--- src/rtl/regfile_wb_sb_if.sv ---
// Issue/writeback bus for regfile_wb_sb.
// The master drives read, issue and writeback requests; the slave returns read data and stall.
interface regfile_wb_sb_if #(
    parameter int unsigned DW = 32
);
    logic          rd_en;
    logic [4:0]    rs1_addr;
    logic [4:0]    rs2_addr;
    logic [DW-1:0] rs1_data;
    logic [DW-1:0] rs2_data;
    logic          iss_en;
    logic [4:0]    iss_rd;
    logic          wb_en;
    logic [4:0]    wb_addr;
    logic [DW-1:0] wb_data;
    logic          stall;

    modport master (
        output rd_en, rs1_addr, rs2_addr, iss_en, iss_rd, wb_en, wb_addr, wb_data,
        input  rs1_data, rs2_data, stall
    );

    modport slave (
        input  rd_en, rs1_addr, rs2_addr, iss_en, iss_rd, wb_en, wb_addr, wb_data,
        output rs1_data, rs2_data, stall
    );
endinterface

--- src/rtl/regfile_wb_sb.sv ---
// Writeback-side 32x32 register file with two registered read ports and a busy-bit scoreboard.
// Define REGFILE_WB_BYPASS_EN to forward same-cycle writeback data to the read ports.
module regfile_wb_sb #(
    parameter int unsigned NREG = 32,
    parameter int unsigned DW   = 32
) (
    input  logic           c,
    input  logic           rst_n,
    regfile_wb_sb_if.slave bus
);
    logic [DW-1:0]   r_mem [NREG];
    logic [NREG-1:0] r_busy;
    logic [DW-1:0]   r_rs1_data;
    logic [DW-1:0]   r_rs2_data;

    logic          w_wb_live;
    logic          w_hit1;
    logic          w_hit2;
    logic          w_haz1;
    logic          w_haz2;
    logic          w_stall;
    logic [DW-1:0] w_rd1;
    logic [DW-1:0] w_rd2;

    assign w_wb_live = bus.wb_en && (bus.wb_addr != 5'd0);

`ifdef REGFILE_WB_BYPASS_EN
    assign w_hit1 = w_wb_live && (bus.wb_addr == bus.rs1_addr);
    assign w_hit2 = w_wb_live && (bus.wb_addr == bus.rs2_addr);
`else
    assign w_hit1 = 1'b0;
    assign w_hit2 = 1'b0;
`endif

    // A source is hazardous while its producer is in flight, unless forwarded this cycle.
    assign w_haz1  = (bus.rs1_addr != 5'd0) && r_busy[bus.rs1_addr] && !w_hit1;
    assign w_haz2  = (bus.rs2_addr != 5'd0) && r_busy[bus.rs2_addr] && !w_hit2;
    assign w_stall = bus.rd_en && (w_haz1 || w_haz2);

    assign w_rd1 = w_hit1 ? bus.wb_data :
                   (bus.rs1_addr == 5'd0) ? '0 : r_mem[bus.rs1_addr];
    assign w_rd2 = w_hit2 ? bus.wb_data :
                   (bus.rs2_addr == 5'd0) ? '0 : r_mem[bus.rs2_addr];

    always_ff @(posedge c) begin
        if (!rst_n) begin
            for (int i = 0; i < int'(NREG); i++) begin
                r_mem[i] <= '0;
            end
            r_busy     <= '0;
            r_rs1_data <= '0;
            r_rs2_data <= '0;
        end else begin
            if (w_wb_live) begin
                r_mem[bus.wb_addr] <= bus.wb_data;
            end
            if (bus.rd_en && !w_stall) begin
                r_rs1_data <= w_rd1;
                r_rs2_data <= w_rd2;
            end
            // Clear before set so a new producer supersedes the completing one.
            if (w_wb_live) begin
                r_busy[bus.wb_addr] <= 1'b0;
            end
            if (bus.iss_en && !w_stall && (bus.iss_rd != 5'd0)) begin
                r_busy[bus.iss_rd] <= 1'b1;
            end
        end
    end

    assign bus.rs1_data = r_rs1_data;
    assign bus.rs2_data = r_rs2_data;
    assign bus.stall    = w_stall;
endmodule

--- src/flat_wrapper.sv ---
// flat-port wrapper written by rule: the top's interface ports become plain ports
module regfile_wb_sb_flat 
#(
    parameter int unsigned NREG = 32,
    parameter int unsigned DW   = 32
)
  (c, rst_n, bus_rd_en, bus_rs1_addr, bus_rs2_addr, bus_iss_en, bus_iss_rd, bus_wb_en, bus_wb_addr, bus_wb_data, bus_rs1_data, bus_rs2_data, bus_stall);
  regfile_wb_sb_if #(.DW(DW)) bus_i ();
  input  logic c;
  input  logic rst_n;
  input wire logic [$bits(bus_i.rd_en)-1:0] bus_rd_en;
  input wire logic [$bits(bus_i.rs1_addr)-1:0] bus_rs1_addr;
  input wire logic [$bits(bus_i.rs2_addr)-1:0] bus_rs2_addr;
  input wire logic [$bits(bus_i.iss_en)-1:0] bus_iss_en;
  input wire logic [$bits(bus_i.iss_rd)-1:0] bus_iss_rd;
  input wire logic [$bits(bus_i.wb_en)-1:0] bus_wb_en;
  input wire logic [$bits(bus_i.wb_addr)-1:0] bus_wb_addr;
  input wire logic [$bits(bus_i.wb_data)-1:0] bus_wb_data;
  output wire logic [$bits(bus_i.rs1_data)-1:0] bus_rs1_data;
  output wire logic [$bits(bus_i.rs2_data)-1:0] bus_rs2_data;
  output wire logic [$bits(bus_i.stall)-1:0] bus_stall;
  assign bus_i.rd_en = bus_rd_en;
  assign bus_i.rs1_addr = bus_rs1_addr;
  assign bus_i.rs2_addr = bus_rs2_addr;
  assign bus_i.iss_en = bus_iss_en;
  assign bus_i.iss_rd = bus_iss_rd;
  assign bus_i.wb_en = bus_wb_en;
  assign bus_i.wb_addr = bus_wb_addr;
  assign bus_i.wb_data = bus_wb_data;
  assign bus_rs1_data = bus_i.rs1_data;
  assign bus_rs2_data = bus_i.rs2_data;
  assign bus_stall = bus_i.stall;
  regfile_wb_sb #(.NREG(NREG), .DW(DW)) u_core (.c(c), .rst_n(rst_n), .bus(bus_i));
endmodule
--- config.mk ---
export PLATFORM = sky130hd
export DESIGN_NAME = regfile_wb_sb_flat
export DESIGN_NICKNAME = d
export VERILOG_FILES = /design/src/rtl/regfile_wb_sb_if.sv /design/src/rtl/regfile_wb_sb.sv /design/src/flat_wrapper.sv
export SDC_FILE = /design/constraint.sdc
export NUM_CORES = 2
export LEC_CHECK = 0
export BUFFER_PORTS_ARGS = -buffer_cell sky130_fd_sc_hd__buf_4
export CAP_MARGIN = 20
export CORE_MARGIN = 2
export CORE_UTILIZATION = 40
export CTS_CLUSTER_SIZE = 25
export DETAILED_ROUTE_END_ITERATION = 7
export GPL_TIMING_DRIVEN = 0
export PLACE_DENSITY = 0.67
export REMOVE_ABC_BUFFERS = 1
export SLEW_MARGIN = 20
export SYNTH_ARGS = -nofsm -noshare
export SYNTH_HDL_FRONTEND = slang
export SYNTH_SLANG_ARGS = --single-unit
--- constraint.sdc ---
create_clock -name c -period 5.9 [get_ports c]
set_input_delay 1.18 -clock c [delete_from_list [all_inputs] [get_ports c]]
set_output_delay 1.18 -clock c [all_outputs]
set_load 0.01 [all_outputs]
After elaboration in Yosys (flattened, before gate mapping) --
Memories as Yosys holds them, arrays and structs flattened. Cells that the tools add are included.
Storage, ports and cells: flip-flop bits (word level) 96, memory bits (writable) 1024, input bits 57, output and inout bits 65, memories kept 1
Operators by class: order comparisons 6, mux-type cells 20, bitwise operators 3, reduce and logical (&&, ||, !) cells 18
Memory list:
- u_core.r_mem | depth 32, bits a word 32, rd ports 2, clocked after Yosys merged registers in 0, write ports 32, RTL line regfile_wb_sb.sv:11 | logic [DW-1:0] r_mem [NREG];
Operators with widths (number):
- 2-to-1 mux 32 bit | 6
- bitwise AND 32 bit | 1
- NOT 32 bit | 1
- OR 32 bit | 1
- OR reduction 32 bit | 1
- less-than comparator 5 x 6 -> 1 bit (second input constant) | 4
- nonzero test 5 bit | 4
- binary-select mux 1 bit (select 5 bit) | 2
- demux 1 bit (select 5 bit) | 2
- greater-or-equal comparator 5 x 1 -> 1 bit (second input constant) | 2
- zero test 5 bit | 2
- logical AND 1 bit | 9
- 2-to-1 mux 1 bit | 9
- 2-to-1 mux 5 bit | 1
- zero test 1 bit | 1
- logical OR 1 bit | 1

Logic depth before layout (Yosys ltp) --
depth in word-level cells 10, mapped depth 11, gate-level depth less buffers 6

Worst setup path before layout --
No wires, ideal clock.
kind input to register, start input port bus_wb_addr[3], end memory u_core.r_mem[4][0], enable pin, library setup time 0.514 ns, data arrival time 5.192 ns, data required time 5.386 ns, setup slack 0.194 ns, stages 3, path buffers 1, path through or3b_2 clkbuf_1 o41ai_1
RTL lines:
- start: declaration | RTL line flat_wrapper.sv:17 | input wire logic [$bits(bus_i.wb_addr)-1:0] bus_wb_addr;
- end: declaration | RTL line regfile_wb_sb.sv:11

Worst setup path in the final report --
start input port bus_rs2_addr[0], end output port bus_stall
On the way: longest elaborated chain between the ends 5, elaborated cells between the ends (all ways) 6, classes of those cells mux (2); reduce/logical (4)
RTL lines:
- start: declaration | RTL line flat_wrapper.sv:13 | input wire logic [$bits(bus_i.rs2_addr)-1:0] bus_rs2_addr;
- binary-select mux 1 bit (select 5 bit) | RTL line regfile_wb_sb.sv:37 | assign w_haz2 = (bus.rs2_addr != 5'd0) && r_busy[bus.rs2_addr] && !w_hit2;
- 2-to-1 mux 1 bit (implied by the code) | RTL line regfile_wb_sb.sv:37
- logical AND 1 bit (*) | RTL line regfile_wb_sb.sv:37
- logical OR 1 bit (*) | RTL line regfile_wb_sb.sv:38 | assign w_stall = bus.rd_en && (w_haz1 || w_haz2);
- logical AND 1 bit (*) | RTL line regfile_wb_sb.sv:38
- end: declaration | RTL line flat_wrapper.sv:21 | output wire logic [$bits(bus_i.stall)-1:0] bus_stall;
Every way passes the cells marked *; elsewhere a longest branch is shown, timed or not. The select of a mux whose other input is x is not followed.

==> impl_metrics.tcl <==
set metrics [dict create \
    outcome "finished clean" \
    clockBufferDepth 3 \
    start_util_pct 40.3 \
    worstPathRequired_ns 4.72 \
    grt.total_usage_pct 25.9 \
    die_w_um 385 \
    max_clock_freq_ghz 0.199 \
    cts-root-buf "clkbuf_16" \
    syn_avg_cell_area_um2 16.0 \
    async_reset_ff_share_pct 0 \
    rsz0062_at_grt "false" \
    h-tree-depth 3 \
    cpLargestDelayFamily "buffers and inverters" \
    nFillCells 11735 \
    pin_count 122 \
    power_leakage_uw 0.0232 \
    synth_top_family_by_area "multiplexers" \
    numPlacedInstances 5453 \
    final_cell_mix "edfxtp_1, and2_1, mux4_2" \
    cp_slowest_cell "a21boi_4" \
    drt_iter0_markers 5754 \
    power_density_nw_per_um2 283 \
    drtPass1Iterations 7 \
    final_common_cell "edfxtp_1" \
    ys_seq_area_share_pct 56.3 \
    finalSetupViolCount 0 \
    clock-sinks 1120 \
    clkTransAtPathRegs_ns 0.06 \
    die_h_um 385 \
    numPortBuffers 121 \
    synth_compound_area_share_pct 1.62 \
    r2r_setup_slack_ns 2.85 \
    nNetsFinal 3721 \
    synth_cells 3629 \
    crit_arrival_ns 3.85 \
    end_kind "output port" \
    hpwl_um 130000 \
    hold_buffers 0 \
    place_congestion 0.797 \
    vdd.ir_drop.worst_mv 0.265 \
    coreArea_um2 144000 \
    grt_max_degree 83 \
    synthSimpleGateAreaFrac_pct 12.6 \
    use_met3_pct 8.28 \
    synth_top_area_share_pct 53.0 \
    antenna_found_initial 21 \
    synth-edff-count 1024 \
    synthMuxAreaShare_pct 26.5 \
    synthFlopType "edfxtp_1" \
    slowest_delay_ns 0.51 \
    hold_viol 0 \
    drv_cap 0 \
    row_count 139 \
    clock_latency_ns 0.75 \
    postCtsSetupBuffers 0 \
    tightest_slew_ns 1.13 \
    crit_path_max_fanout 57 \
    synth.distinct_cells 48 \
    drv_slew 0 \
    min_period_ns 5.03 \
    start_kind "input port" \
    cp_num_buf_inv 3 \
    yosysTopAreaCell "edfxtp_1" \
    cts_inserted_buffers 111 \
    wl_per_cell_um 33.7 \
    synth-xor-area-share_pct 0 \
    layout.cells.non_filler 5671 \
    synth_warnings 0 \
    cts_repair_resize_count 0 \
    grt_use_met2_pct 37.3 \
    grt_pass1_vias 36404 \
    cp_cell_sequence "buf_8 > buf_16 > mux4_2 > nor3_1 > o21bai_1 > nand4_1 > a21boi_4 > buf_4" \
    path_class "in2out" \
    overflow 0 \
    grt_use_met1_pct 36.7 \
    vias 36347 \
    busiest_layer "met2" \
    min_period_over_period_pct 85.3 \
    dieArea_um2 148000 \
    fin_skew_ns 0.0341 \
    drive_gt1_share_pct 31.7 \
    ant_nets 0 \
    grt_pass1_wl_um 270000 \
    cts_tree "built" \
    drcViolationCount 0 \
    syn_to_final_growth_pct 17.5 \
    holdWs_ns 0.457 \
    synth_area_leaders "edfxtp_1, mux4_2, and2_1, dfxtp_1, clkbuf_1" \
    synthAdderAreaFrac_pct 0 \
    maxSlewHeadroom_pct 24.7 \
    netlist_area_um2 58000 \
    drt_wl_total_um 191000 \
    vias_per_cell 6.41 \
    synth-seq-cells 1120 \
    hold_class "reg2reg" \
]
## per-layer routing
layer	part of all wire, %	up-vias	wire length (um)
met5	0.045	-	86
met4	4.3	14	8160
met3	14	563	27500
met2	43	2896	82700
met1	38	18764	72800
li1	-	14110	-
## tightest hold or removal path, cell delays in order, from the launching register on
cell and delay (ns):
dfxtp_1 0.31, nand2_1 0.05, mux2i_1 0.05
## cells in the mapped netlist (31+ instances only)
cell,count
a32oi_1,31
nor2b_1,35
mux4_2,649
dfxtp_1,96
edfxtp_1,1024
a21oi_1,34
and2_1,995
inv_1,35
nor2_1,42
buf_2,65
o21ai_0,32
mux2i_1,70
nand2_1,101
clkbuf_1,285
## state kept, by name, summed over array words and instances, names as in the netlist
register             count
u_core.r_mem          1024
u_core.bus.rs1_data     32
u_core.bus.rs2_data     32
u_core.r_busy           32
## cell families after synthesis
group                  count (synthesis)
and+or+nand+nor                     1219
DFF                                 1120
muxes                                724
buffers and inverters                421
AOI/OAI and AO/OA                    144
other                                  1
## layout make-up
type                       count  area (um^2)  area share [%]
tap                         1903         2380            3.49
clock buffer                 150         3210            4.70
antenna                        5         12.5          0.0184
sequential                  1120        32700            47.9
inverter                      35          141           0.207
multi-input combinational   2119        24300            35.7
clock inverter                62          617           0.905
timing repair buffer         277         4810            7.06
## power by group
part           total (uW)  internal (uW)  switching [uW]
clock                7500           4260            3240
sequential           9360           9110             251
combinational        2430           1180            1250
## metrics by stage
step / TNS, ns / setup slack, ns / total power (uW) / instance area, um^2 / util [%]
5_1_grt: 0 / 0.713 / 19700 / 68200 / 47.4
2_1_floorplan: -57.25 / -0.891 / 10600 / 56500 / -
6_report: 0 / 0.866 / 19300 / 68200 / 47.4
3_3_place_gp: -4947.70 / -6.34 / 11800 / 59800 / 41.6
4_1_cts: 0 / 0.934 / 19300 / 68100 / 47.4
3_5_place_dp: 0 / 0.962 / 11900 / 64300 / 44.7
## path summary, 6_finish.rpt
kind / startpoint / endpoint / depth (start not counted)
worst min-delay path: u_core.bus.rs2_data[25] / u_core.bus.rs2_data[25] / 2
worst max register to register: u_core.r_busy[23] / u_core.bus.rs2_data[7] / 8
worst min register to register: u_core.bus.rs2_data[25] / u_core.bus.rs2_data[25] / 2
worst max-delay path: bus_rs2_addr[0] / bus_stall / 8
No activity file was read; power rests on OpenSTA's default activity.
